`config.mk`:
```
export PLATFORM = sky130hd
export DESIGN_NAME = spi_cmd_decoder
export DESIGN_NICKNAME = d
export VERILOG_FILES = /design/src/rtl/spi_cmd_decoder_pkg.sv /design/src/rtl/spi_cmd_shadow_bank.sv /design/src/rtl/spi_cmd_decoder.sv
export SDC_FILE = /design/constraint.sdc
export NUM_CORES = 1
export LEC_CHECK = 0
export BUFFER_PORTS_ARGS = -buffer_cell sky130_fd_sc_hd__buf_2
export CORE_ASPECT_RATIO = 0.6
export CORE_MARGIN = 5
export CORE_UTILIZATION = 54
export CTS_BUF_LIST = sky130_fd_sc_hd__clkbuf_8
export DETAILED_ROUTE_END_ITERATION = 10
export MAX_ROUTING_LAYER = met4
export PLACE_DENSITY = 0.88
export SYNTH_ARGS = -nofsm -noshare
export SYNTH_HDL_FRONTEND = slang
export SYNTH_HIERARCHICAL = 1
export SYNTH_SLANG_ARGS = --single-unit
```
`constraint.sdc`:
```
create_clock -name clk -period 2.8 [get_ports clk]
set_clock_uncertainty 0.1 [all_clocks]
set_input_delay 0.42 -clock clk [delete_from_list [all_inputs] [get_ports clk]]
set_output_delay 0.42 -clock clk [all_outputs]
set_load 0.01 [all_outputs]
```
`src/rtl/spi_cmd_decoder_pkg.sv`:
```
`default_nettype none
// ============================================================================
// Package     : spi_cmd_pkg
// Description : Shared widths, opcode encodings and decoder state encoding
//               for the SPI register-command decoder.
// Contents    : FRAME_W/DATA_W/ADDR_W widths, OP_* opcodes, IDLE/EXEC states.
// Revision    : 1.0 - initial release
// ============================================================================
package spi_cmd_pkg;

  localparam int FRAME_W = 24;
  localparam int DATA_W  = 16;
  localparam int ADDR_W  = 5;
  localparam int OP_W    = 3;

  localparam logic [OP_W-1:0] OP_NOP        = 3'b000;
  localparam logic [OP_W-1:0] OP_WRITE      = 3'b001;
  localparam logic [OP_W-1:0] OP_SET        = 3'b010;
  localparam logic [OP_W-1:0] OP_CLEAR      = 3'b011;
  localparam logic [OP_W-1:0] OP_COMMIT     = 3'b100;
  localparam logic [OP_W-1:0] OP_CLR_STATUS = 3'b101;
  localparam logic [OP_W-1:0] OP_READ       = 3'b110;

  localparam int STATE_W = 1;
  localparam logic [STATE_W-1:0] IDLE = 1'b0;
  localparam logic [STATE_W-1:0] EXEC = 1'b1;

endpackage : spi_cmd_pkg
`default_nettype wire

```
`src/rtl/spi_cmd_shadow_bank.sv`:
```
`default_nettype none
// ============================================================================
// Module      : spi_cmd_shadow_bank
// Description : Shadow and active register banks. The shadow bank takes one
//               write per cycle; the whole shadow bank is copied into the
//               active bank when commit is high.
// Ports       : clk, rst        - clock, synchronous active-high reset
//               we/addr/wdata   - shadow write port (addr must be < NUM_REGS)
//               raddr/rdata     - combinational shadow read port
//               commit          - copy shadow -> active this cycle
//               active_flat     - registered active bank, reg i at [16i+:16]
// Revision    : 1.0 - initial release
// ============================================================================
module spi_cmd_shadow_bank
  import spi_cmd_pkg::*;
#(
  parameter int                NUM_REGS  = 16,
  parameter logic [DATA_W-1:0] REG_RESET = 16'h0000
) (
  input  logic                         clk,
  input  logic                         rst,
  input  logic                         we,
  input  logic [ADDR_W-1:0]            addr,
  input  logic [DATA_W-1:0]            wdata,
  input  logic [ADDR_W-1:0]            raddr,
  output logic [DATA_W-1:0]            rdata,
  input  logic                         commit,
  output logic [NUM_REGS*DATA_W-1:0]   active_flat
);

  logic [NUM_REGS*DATA_W-1:0] shadow_flat;

  // One register pair per slot; the commit copy reads the shadow value from
  // before any write in the same cycle.
  generate
    for (genvar i = 0; i < NUM_REGS; i++) begin : g_reg
      logic [DATA_W-1:0] shadow_q;
      logic [DATA_W-1:0] active_q;

      always_ff @(posedge clk) begin
        if (rst) begin
          shadow_q <= REG_RESET;
          active_q <= REG_RESET;
        end else begin
          if (we && (addr == ADDR_W'(i))) begin
            shadow_q <= wdata;
          end
          if (commit) begin
            active_q <= shadow_q;
          end
        end
      end

      assign shadow_flat[i*DATA_W +: DATA_W] = shadow_q;
      assign active_flat[i*DATA_W +: DATA_W] = active_q;
    end
  endgenerate

  always_comb begin
    rdata = '0;
    for (int i = 0; i < NUM_REGS; i++) begin
      if (raddr == ADDR_W'(i)) begin
        rdata = shadow_flat[i*DATA_W +: DATA_W];
      end
    end
  end

endmodule : spi_cmd_shadow_bank
`default_nettype wire

```
`src/rtl/spi_cmd_decoder.sv`:
```
`default_nettype none
// ============================================================================
// Module      : spi_cmd_decoder
// Description : Decodes 24-bit SPI frames {op[2:0], addr[4:0], data[15:0]}
//               into register commands on a shadow bank. The shadow bank is
//               copied to the active bank (regs_out) on the first vsync
//               strobe after a COMMIT, giving tear-free reconfiguration.
// Ports       : clk, rst          - clock, synchronous active-high reset
//               frame_in          - received frame, valid with frame_valid
//               frame_valid       - 1-cycle frame strobe
//               vsync_strobe      - 1-cycle start-of-vblank strobe
//               regs_out          - active bank, reg i at [16i+15:16i]
//               busy              - high in the EXEC cycle
//               commit_pending    - COMMIT accepted, not yet applied
//               commit_done       - pulse while regs_out shows a new commit
//               err_count         - saturating illegal-op / bad-addr count
//               overrun           - sticky: frame arrived while busy
//               rd_data, rd_valid - readback (SPI_CMD_READBACK_EN only)
// Options     : SPI_CMD_READBACK_EN - enables op 110 (READ) and rd_* ports;
//               when undefined op 110 is counted as illegal.
// Revision    : 1.0 - initial release
// ============================================================================
module spi_cmd_decoder
  import spi_cmd_pkg::*;
#(
  parameter int                NUM_REGS  = 16,
  parameter logic [DATA_W-1:0] REG_RESET = 16'h0000
) (
  input  logic                        clk,
  input  logic                        rst,
  input  logic [FRAME_W-1:0]          frame_in,
  input  logic                        frame_valid,
  input  logic                        vsync_strobe,
  output logic [NUM_REGS*DATA_W-1:0]  regs_out,
  output logic                        busy,
  output logic                        commit_pending,
  output logic                        commit_done,
  output logic [7:0]                  err_count,
  output logic                        overrun
`ifdef SPI_CMD_READBACK_EN
  ,
  output logic [DATA_W-1:0]           rd_data,
  output logic                        rd_valid
`endif
);

  logic [STATE_W-1:0] state_q;
  logic [STATE_W-1:0] state_d;
  logic [FRAME_W-1:0] frame_q;

  logic [OP_W-1:0]    op;
  logic [ADDR_W-1:0]  addr;
  logic [DATA_W-1:0]  data;
  logic               addr_ok;
  logic               exec;

  logic               wr_en;
  logic [DATA_W-1:0]  wr_data;
  logic [DATA_W-1:0]  shadow_rdata;
  logic               err_inc;
  logic               do_commit;
  logic               do_clr;
  logic               overrun_set;
  logic               commit_now;
`ifdef SPI_CMD_READBACK_EN
  logic               do_read;
`endif

  assign op   = frame_q[FRAME_W-1 -: OP_W];
  assign addr = frame_q[DATA_W +: ADDR_W];
  assign data = frame_q[DATA_W-1:0];
  assign addr_ok = ({1'b0, addr} < (ADDR_W+1)'(NUM_REGS));
  assign exec = (state_q == EXEC);

  // --------------------------------------------------------------------------
  // FSM: state register / next state / outputs
  // --------------------------------------------------------------------------
  always_ff @(posedge clk) begin
    if (rst) begin
      state_q <= IDLE;
    end else begin
      state_q <= state_d;
    end
  end

  always_comb begin
    state_d = state_q;
    case (state_q)
      IDLE:    if (frame_valid) state_d = EXEC;
      EXEC:    state_d = IDLE;
      default: state_d = IDLE;
    endcase
  end

  always_comb begin
    busy = (state_q == EXEC);
  end

  // Frame is captured only from IDLE; a frame seen in EXEC is dropped.
  always_ff @(posedge clk) begin
    if (rst) begin
      frame_q <= '0;
    end else if ((state_q == IDLE) && frame_valid) begin
      frame_q <= frame_in;
    end
  end

  // --------------------------------------------------------------------------
  // Command decode (active only in EXEC)
  // --------------------------------------------------------------------------
  always_comb begin
    wr_en     = 1'b0;
    wr_data   = shadow_rdata;
    err_inc   = 1'b0;
    do_commit = 1'b0;
    do_clr    = 1'b0;
`ifdef SPI_CMD_READBACK_EN
    do_read   = 1'b0;
`endif
    if (exec) begin
      case (op)
        OP_NOP: ;
        OP_WRITE: begin
          if (addr_ok) begin
            wr_en   = 1'b1;
            wr_data = data;
          end else begin
            err_inc = 1'b1;
          end
        end
        OP_SET: begin
          if (addr_ok) begin
            wr_en   = 1'b1;
            wr_data = shadow_rdata | data;
          end else begin
            err_inc = 1'b1;
          end
        end
        OP_CLEAR: begin
          if (addr_ok) begin
            wr_en   = 1'b1;
            wr_data = shadow_rdata & ~data;
          end else begin
            err_inc = 1'b1;
          end
        end
        OP_COMMIT:     do_commit = 1'b1;
        OP_CLR_STATUS: do_clr    = 1'b1;
`ifdef SPI_CMD_READBACK_EN
        OP_READ: begin
          if (addr_ok) begin
            do_read = 1'b1;
          end else begin
            err_inc = 1'b1;
          end
        end
`endif
        default: err_inc = 1'b1;
      endcase
    end
  end

  // --------------------------------------------------------------------------
  // Status and commit control
  // --------------------------------------------------------------------------
  assign overrun_set = frame_valid && (state_q == EXEC);
  // Uses the registered flag, so a strobe in the EXEC cycle of the COMMIT
  // itself does not apply; it waits for the next strobe.
  assign commit_now  = vsync_strobe && commit_pending;

  always_ff @(posedge clk) begin
    if (rst) begin
      err_count      <= 8'd0;
      overrun        <= 1'b0;
      commit_pending <= 1'b0;
      commit_done    <= 1'b0;
    end else begin
      if (do_clr) begin
        err_count <= 8'd0;
      end else if (err_inc && (err_count != 8'hFF)) begin
        err_count <= err_count + 8'd1;
      end

      // A coincident overrun beats CLR_STATUS.
      if (overrun_set) begin
        overrun <= 1'b1;
      end else if (do_clr) begin
        overrun <= 1'b0;
      end

      // A new COMMIT in the same cycle as an applied commit stays pending.
      if (do_commit) begin
        commit_pending <= 1'b1;
      end else if (commit_now) begin
        commit_pending <= 1'b0;
      end

      // Aligned with the cycle regs_out first shows the committed values.
      commit_done <= commit_now;
    end
  end

`ifdef SPI_CMD_READBACK_EN
  always_ff @(posedge clk) begin
    if (rst) begin
      rd_data  <= '0;
      rd_valid <= 1'b0;
    end else begin
      rd_valid <= do_read;
      if (do_read) begin
        rd_data <= shadow_rdata;
      end
    end
  end
`endif

  spi_cmd_shadow_bank #(
    .NUM_REGS  (NUM_REGS),
    .REG_RESET (REG_RESET)
  ) u_bank (
    .clk         (clk),
    .rst         (rst),
    .we          (wr_en),
    .addr        (addr),
    .wdata       (wr_data),
    .raddr       (addr),
    .rdata       (shadow_rdata),
    .commit      (commit_now),
    .active_flat (regs_out)
  );

endmodule : spi_cmd_decoder
`default_nettype wire
```
==> results of run 1 <==
[worst paths after layout]
kind,from,cells past startpoint,to
max reg2reg,frame_q[17],11,u_bank/g_reg[3].shadow_q[6]
max,frame_q[17],11,u_bank/g_reg[3].shadow_q[6]
min,vsync_strobe,4,commit_pending
min reg2reg,u_bank/g_reg[0].shadow_q[10],2,u_bank/g_reg[0].shadow_q[10]
[layer usage]
metal / up-vias / track usage / wire length, um
li1: 8980 / - / -
met1: 9934 / 0.505 / 35700
met2: 1321 / 0.508 / 35700
met3: 218 / 0.0832 / 10100
met4: 0 / 0.103 / 2750
met5: - / - / 0
[registers in the layout, summed over array words and instances, names as in the netlist]
name	count
u_bank/g.shadow_q	256
commit_pending	1
busy	1
frame_q	24
u_bank/g.active_q	256
err_count	8
overrun	1
commit_done	1
[cells in the mapped netlist (all sizes together) (4+ instances only)]
cell type,number,area [um^2]
dfxtp,548,11000
mux2i,488,4880
nor2,480,1800
nand2,179,687
a21oi,139,696
clkbuf,99,374
buf,97,634
nand3,62,315
o21ai,57,285
o211ai,20,150
mux2,17,199
nor2b,16,110
mux4,15,338
nor3,13,75.1
nand2b,12,75.1
o22ai,12,75.1
a31oi,8,50.1
a221oi,7,67.6
a22oi,6,45.0
and3b,6,52.6
inv,6,22.5
nor3b,6,67.6
o32a,6,60.1
nand4,5,31.3
o21a,5,37.5
a21o,4,30.0
a221o,4,40.0
a22o,4,35.0
and3,4,25.0
or3,4,25.0
[power groups by stage]
| stage | Combinational (mW) | Clock (mW) | Sequential [mW] |
|---|---|---|---|
| 2_1_floorplan | 0.465 | 0 | 8.01 |
| 3_3_place_gp | 0.844 | 0 | 8.03 |
| 3_5_place_dp | 0.847 | 0 | 8.03 |
| 4_1_cts | 0.907 | 6.53 | 7.85 |
| 5_1_grt | 1.03 | 6.91 | 7.85 |
| 6_report | 1.00 | 6.49 | 7.86 |
[what timing repair did]
action / 4_1_cts / 5_1_grt
setup endpoints to repair: 120 / 219
endpoints found under the hold margin: 25 / 0
hold buffers: 25 / 0
setup buffers: 5 / 9
resized for setup: 22 / 86
pin swaps: 1 / 12
cloned: 1 / 5
[cells by family (layout without fill, tap and decap cells)]
group                    after synthesis  in the layout  share of synthesized area
flip-flops                           548            548                      0.483
adder cells (fa/ha/maj)                1              1                   0.000551
other                                  0              1                          0
AND/OR/NAND/NOR                      808            808                      0.152
AO/OA/AOI/OAI                        297            297                     0.0794
buffers and inverters                202            648                     0.0454
multiplexers                         520            520                      0.239
[worst register-to-register path, cell delays in order (launching register included)]
cell and delay [ns]:
dfxtp_4 0.39, buf_4 0.15, buf_6 0.13, a21o_1 0.20, mux4_2 0.49, a31oi_4 0.28, o22ai_4 0.13, o211ai_1 0.31
o21ai_4 0.18, buf_12 0.20, mux2i_1 0.18, nor2_1 0.08
[placed cells by master (no fill, tap or decap), drive strengths merged, types with 4 or more instances in the layout]
cell type	netlist	routed
dlygate4sd3	0	25
a22o	4	4
mux2	17	17
a31oi	8	8
o32a	6	6
mux2i	488	488
a221o	4	4
a21oi	139	139
mux4	15	15
o21ai	57	57
a21o	4	4
clkbuf	99	98
nor3b	6	6
o22ai	12	12
o21a	5	5
nor2b	16	16
a22oi	6	6
nor3	13	13
inv	6	26
o211ai	20	20
nand2b	12	12
nand4	5	5
dfxtp	548	548
or3	4	4
nand3	62	62
a221oi	7	7
nand2	179	179
buf	97	483
and3b	6	6
clkinv	0	8
clkinvlp	0	5
nor2	480	480
and3	4	4
[through the flow]
step                      area (um^2)  TNS [ns]
after global routing            28000     -3.82
after global placement          25600    -14.64
after CTS                       27600   -0.0187
after detailed placement        25600    -16.19
final                           28000     -1.31
after floorplan                 22700         0
[final cells by class]
cell class | instances | area (um^2) | share of cell area
Inverter | 6 | 22.5 | 0.000803
Multi-Input combinational cell | 1626 | 11000 | 0.393
Tap cell | 570 | 713 | 0.0254
Clock inverter | 36 | 248 | 0.00883
Clock buffer | 96 | 1320 | 0.0471
Antenna cell | 1 | 2.50 | 0.0000892
Sequential cell | 548 | 11000 | 0.392
Timing Repair Buffer | 510 | 3730 | 0.133
==> results by group, run 1 <==
Clock tree
  – Maximum buffer depth of the clock tree: 3
  – Post-CTS clock slew at the launch and capture registers of the worst setup and hold paths: 0.07 ns
  – # H-tree levels: 3
  – Root Buffer: clkbuf_8
  – Worst skew pair latency: 0.65 ns
  – Num Clock Sinks: 548
  – Clock tree from TritonCTS: done
  – Cts bufs inserted: 79

Yosys
  – Mapped Cells: ~2,400
  – Number of warnings issued by yosys: 6
  – Average cell area after synthesis: roughly 9.6 um^2
  – Synthesized netlist net count: 2,405
  – Proportion of synthesized chip area in sequential cells: 0.483
  – Main flop type after synthesis: dfxtp_1
  – Share of synthesized flip-flops with an asynchronous set or reset: 0
  – Synthesized area: 22,700 um^2
  – Total of flip-flops plus latches after synthesis: about 550
  – Distinct cell type count of the synthesized netlist: around 80
  – Number of enable-type register cells in the synthesized netlist: 0

STA
  – Worst slew margin: 0.524
  – Slew Viols, Final: 0
  – Highest clock frequency the design can meet: 0.343 GHz
  – Final worst path period need: 2.92 ns
  – # setup viols final: 36
  – Post-route clock period utilization: 1.04
  – RSZ-0062 raised after global routing: true
  – Transition time at the pin with the least slew margin: about 0.71 ns
  – Final hold violation count: 0
  – Setup slack of the critical path after layout: -0.117 ns
  – Minimum hold slack: about 0.045 ns

Cells and area
  – Final Instance Count excl. Fillers: 3,393
  – Number of nets in the final layout: around 2,800
  – Share of cells above drive strength 1: 0.256
  – Count of filler cells inserted in the layout: between 3,000 and 4,000
  – Area growth, synth to finish: 23.6%
  – Final cell utilization of the core: 0.672

Place
  – DPL Wire Length: 59.0 mm
  – Total instance count after detailed placement: 3,218
  – Count of buffers inserted at the top-level ports: approximately 300
  – Post-place setup slack: -0.349 ns
  – Placer Congestion: 1.07

Die
  – Die H: 169 um
  – Cell Rows: 58
  – Die Area: about 46,000 um^2
  – Die width: approximately 270 um
  – Top-level port count: 296
  – Effective utilization at floorplan: 0.544
  – Area of the placeable core: 41,700 um^2

Global route
  – Initial antenna violation count: 2
  – Number of global-route vias before repair: 19,500
  – Total gr overflow: 0
  – Global-route wire length before repair: 123 mm
  – Pin count of the biggest net entering global routing: ~90
  – Total global routing track utilization: 0.355

Detailed routing
  – Routed via count: 20,500
  – Post-DR vias/cell: 6.03
  – Total Wirelength: 84.3 mm
  – Number of routed nets with antenna violations: 0
  – DRC violation count after routing: 0
  – Wirelength per Cell: 24.8 um
  – First-pass iteration count of the detailed router: 6
  – First DRT Iteration DRCs: 2,696

Power
  – Clock group share of total power: 0.423
  – Power share of the combinational group: 0.065
  – Total power per unit cell area: between 500 and 600 nW/um^2
  – Power dissipated by switching net loads: around 3.8 mW
  – Sw Share: 0.247
  – Internal power: 11.6 mW
  – Sequential power share: 0.512
  – Cell leakage power: 11.5 nW
  – Tot Pwr: 15.4 mW
  – Worst IR drop on VDD: 0.419 mV

Critical path
  – Critical Path Sink Type: flop
  – Largest stage delay, worst path: 0.49 ns
  – Class of the most critical setup path: reg -> reg
  – Standard cell with the maximum stage delay on the critical path: mux4_2
  – Startpoint type of the worst setup path: flop
  – Cells along the critical path: buf_4 -> buf_6 -> a21o_1 -> mux4_2 -> a31oi_4 -> o22ai_4 -> o211ai_1 -> o21ai_4 -> buf_12 -> mux2i_1 -> nor2_1
  – Kind of cell with the highest combined delay on the critical path: compound AO/OA/AOI/OAI gates
  – CP Data Arrival Time: 3.34 ns
  – Worst-case register-to-register setup slack: -0.12 ns
  – Crit Path Max Fanout: 7
  – Required arrival time at the worst endpoint: between 3 and 4 ns
  – CP Buf/Inv Count: 3

Outcome
  – Status: finished, violations left
  – Violated checks: setup timing

Worst hold path
  – Hold Crit Class: in -> reg

Run
  – Reported max-cap violation count: 0
Note: power is estimated with default switching activity, not from simulation.
==> run 2, diff against run 1 <==
--- a/config.mk
+++ b/config.mk
@@ -12,7 +12,7 @@
 export CTS_BUF_LIST = sky130_fd_sc_hd__clkbuf_8
 export DETAILED_ROUTE_END_ITERATION = 10
 export MAX_ROUTING_LAYER = met4
-export PLACE_DENSITY = 0.88
+export PLACE_DENSITY = 0.89
 export SYNTH_ARGS = -nofsm -noshare
 export SYNTH_HDL_FRONTEND = slang
 export SYNTH_HIERARCHICAL = 1
==> results by group, run 2 (synthesis gave the netlist of run 1 again) <==
Clock tree
  – Cts bufs inserted: 80 (+1.3%)
  – Post-CTS clock slew at the launch and capture registers of the worst setup and hold paths: 0.07 ns (about the same)
  – Worst skew pair latency: 0.65 ns (about the same)
  – Num Clock Sinks: 548 (unchanged)
  – Root Buffer: clkbuf_8
  – Maximum buffer depth of the clock tree: 3 (unchanged)
  – # H-tree levels: 3 (unchanged)
  – Clock tree from TritonCTS: done

STA
  – RSZ-0062 raised after global routing: true
  – Worst slew margin: 0.278 (-0.246)
  – Minimum hold slack: 0.0188 ns (-0.0262 ns)
  – Final worst path period need: 2.87 ns (-0.0441 ns)
  – Slew Viols, Final: 0 (unchanged)
  – Post-route clock period utilization: 1.03 (-0.0158)
  – # setup viols final: 53 (+47%)
  – Transition time at the pin with the least slew margin: 1.08 ns (+0.371 ns)
  – Setup slack of the critical path after layout: -0.0726 ns (+0.0441 ns)
  – Final hold violation count: 0 (unchanged)
  – Highest clock frequency the design can meet: 0.348 GHz (+1.5%)

Run
  – Reported max-cap violation count: 0 (unchanged)

Die
  – Cell Rows: 58 (unchanged)
  – Top-level port count: 296 (unchanged)
  – Effective utilization at floorplan: 0.544 (unchanged)
  – Die Area: 46,400 um^2 (unchanged)
  – Die H: 169 um (unchanged)
  – Area of the placeable core: 41,700 um^2 (unchanged)
  – Die width: 275 um (unchanged)

Cells and area
  – Number of nets in the final layout: 2,798 (-0.071%)
  – Top Registers: u_bank/g.active_q (256), u_bank/g.shadow_q (256), frame_q (24)
  – Count of filler cells inserted in the layout: 3,127 (-1.4%)
  – Share of cells above drive strength 1: 0.262 (+0.00644)
  – Register area: 11,000 um^2 (about the same)
  – Highest-count cells in the layout ignoring fill and taps: dfxtp_1 (543), nor2_1 (478), mux2i_1 (477), buf_2 (296), nand2_1 (172)
  – Final cell utilization of the core: 0.673 (+0.00108)
  – Final Instance Count excl. Fillers: 3,403 (+0.29%)
  – Post-route cell area: 28,100 um^2 (+0.16%)
  – Area of the multi-input gates: 11,100 um^2 (+0.53%)
  – Most common cell after layout, fill and taps aside: dfxtp_1
  – Area growth, synth to finish: 23.8%

Global route
  – Initial antenna violation count: 3 (+1)
  – Global-route wire length before repair: 121 mm (-1.9%)
  – Number of global-route vias before repair: 19,600 (+0.68%)
  – Pin count of the biggest net entering global routing: 94 (+3.3%)
  – Total gr overflow: 0 (unchanged)
  – Total global routing track utilization: 0.346 (-0.00954)

Outcome
  – Status: finished, violations left
  – Violated checks: setup timing

Detailed routing
  – Number of routed nets with antenna violations: 0 (unchanged)
  – DRC violation count after routing: 0 (unchanged)
  – First-pass iteration count of the detailed router: 7 (+1)
  – Wirelength per Cell: 24.1 um (-2.9%)
  – Routed via count: 20,500 (+0.27%)
  – Post-DR vias/cell: 6.03 (about the same)
  – Total Wirelength: 82.1 mm (-2.6%)
  – First DRT Iteration DRCs: 2,668 (-1.0%)

Critical path
  – Critical Path Sink Type: flop
  – Required arrival time at the worst endpoint: 3.20 ns (-0.02 ns)
  – Class of the most critical setup path: reg -> reg
  – Startpoint type of the worst setup path: flop
  – Crit Path Max Fanout: 7 (unchanged)
  – CP Data Arrival Time: 3.28 ns (-0.06 ns)
  – Worst-case register-to-register setup slack: -0.07 ns (+0.04 ns)

Worst hold path
  – Hold Crit Class: in -> reg

Place
  – Cell area after placement: 25,500 um^2 (-0.35%)
  – Count of buffers inserted at the top-level ports: 295 (unchanged)
  – Post-place setup slack: -0.253 ns (+0.0956 ns)
  – Placer Congestion: 1.11 (+3.9%)
  – DPL Wire Length: 58.2 mm (-1.5%)
  – Total instance count after detailed placement: 3,221 (+0.093%)

Power
  – Worst IR drop on VDD: 0.341 mV (-19%)
  – Cell leakage power: 11.5 nW (+0.21%)
  – Total power per unit cell area: 548 nW/um^2 (about the same)
## run 2: cell count changes in the layout (fill, tap and decap cells not counted), sizes merged
cell | before | now
inv | 26 | 29
clkinv | 8 | 11
dlygate4sd3 | 25 | 22
clkbuf | 98 | 103
bufinv | 3 | 2
diode | 1 | 4
## run 2: stage by stage
step | power, mW | setup TNS (ns)
floorplan | 8.48 | 0
global placement | 8.84 | -5.15
detailed placement | 8.85 | -7.47
CTS | 15.3 | 0
global route | 15.9 | -4.27
finish | 15.4 | -1.82
## run 2: per-layer routing
metal	share of wire	GRT usage	up-vias	wire length, um
met1	0.41	0.469	9928	33900
met3	0.12	0.0911	276	9710
met4	0.038	0.115	0	3120
li1	-	-	8989	-
met5	0	-	-	0
met2	0.43	0.506	1315	35400
## run 2: path summary, 6_finish.rpt
check                    start                            to  cells past startpoint
setup reg to reg   frame_q[17]  u_bank/g_reg[10].shadow_q[9]                     10
setup / recovery   frame_q[17]  u_bank/g_reg[10].shadow_q[9]                     10
hold / removal    frame_in[18]                   frame_q[18]                      3
hold reg to reg        overrun                       overrun                      2
## run 2: timing repair
| item | CTS | global route |
|---|---|---|
| buffers inserted | 3 | 8 |
| gates resized for setup | 18 | 116 |
| setup endpoints to repair | 107 | 238 |
| hold endpoints to repair | 22 | 0 |
| cloned | 0 | 5 |
| pin swaps | 1 | 39 |
| hold buffers | 22 | 0 |
## run 2: worst max-delay path, stage by stage, from the launching register on
cell      delay [ns]
dfxtp_4         0.45
buf_6           0.15
mux4_2          0.62
a21oi_2         0.17
a221oi_2        0.06
o32a_1          0.41
o211ai_1        0.26
o21ai_2         0.13
buf_6           0.17
mux2i_2         0.16
nor2_1          0.05
## run 2: layout make-up
| cell class | instances | area share |
|---|---|---|
| diodes | 4 | 0.000356 |
| clock buffers | 101 | 0.0495 |
| clock inverters | 41 | 0.00851 |
| inverters | 6 | 0.000802 |
| multi-input cells | 1626 | 0.395 |
| flip-flops and latches | 548 | 0.391 |
| well taps | 570 | 0.0254 |
| repair buffers | 507 | 0.130 |
## run 2: where the power goes
| group | internal, mW | leakage (nW) | switching (mW) | total (mW) |
|---|---|---|---|---|
| clock network | 3.44 | 0.921 | 3.10 | 6.54 |
| registers | 7.82 | 4.42 | 0.0413 | 7.86 |
| logic | 0.371 | 6.16 | 0.615 | 0.986 |
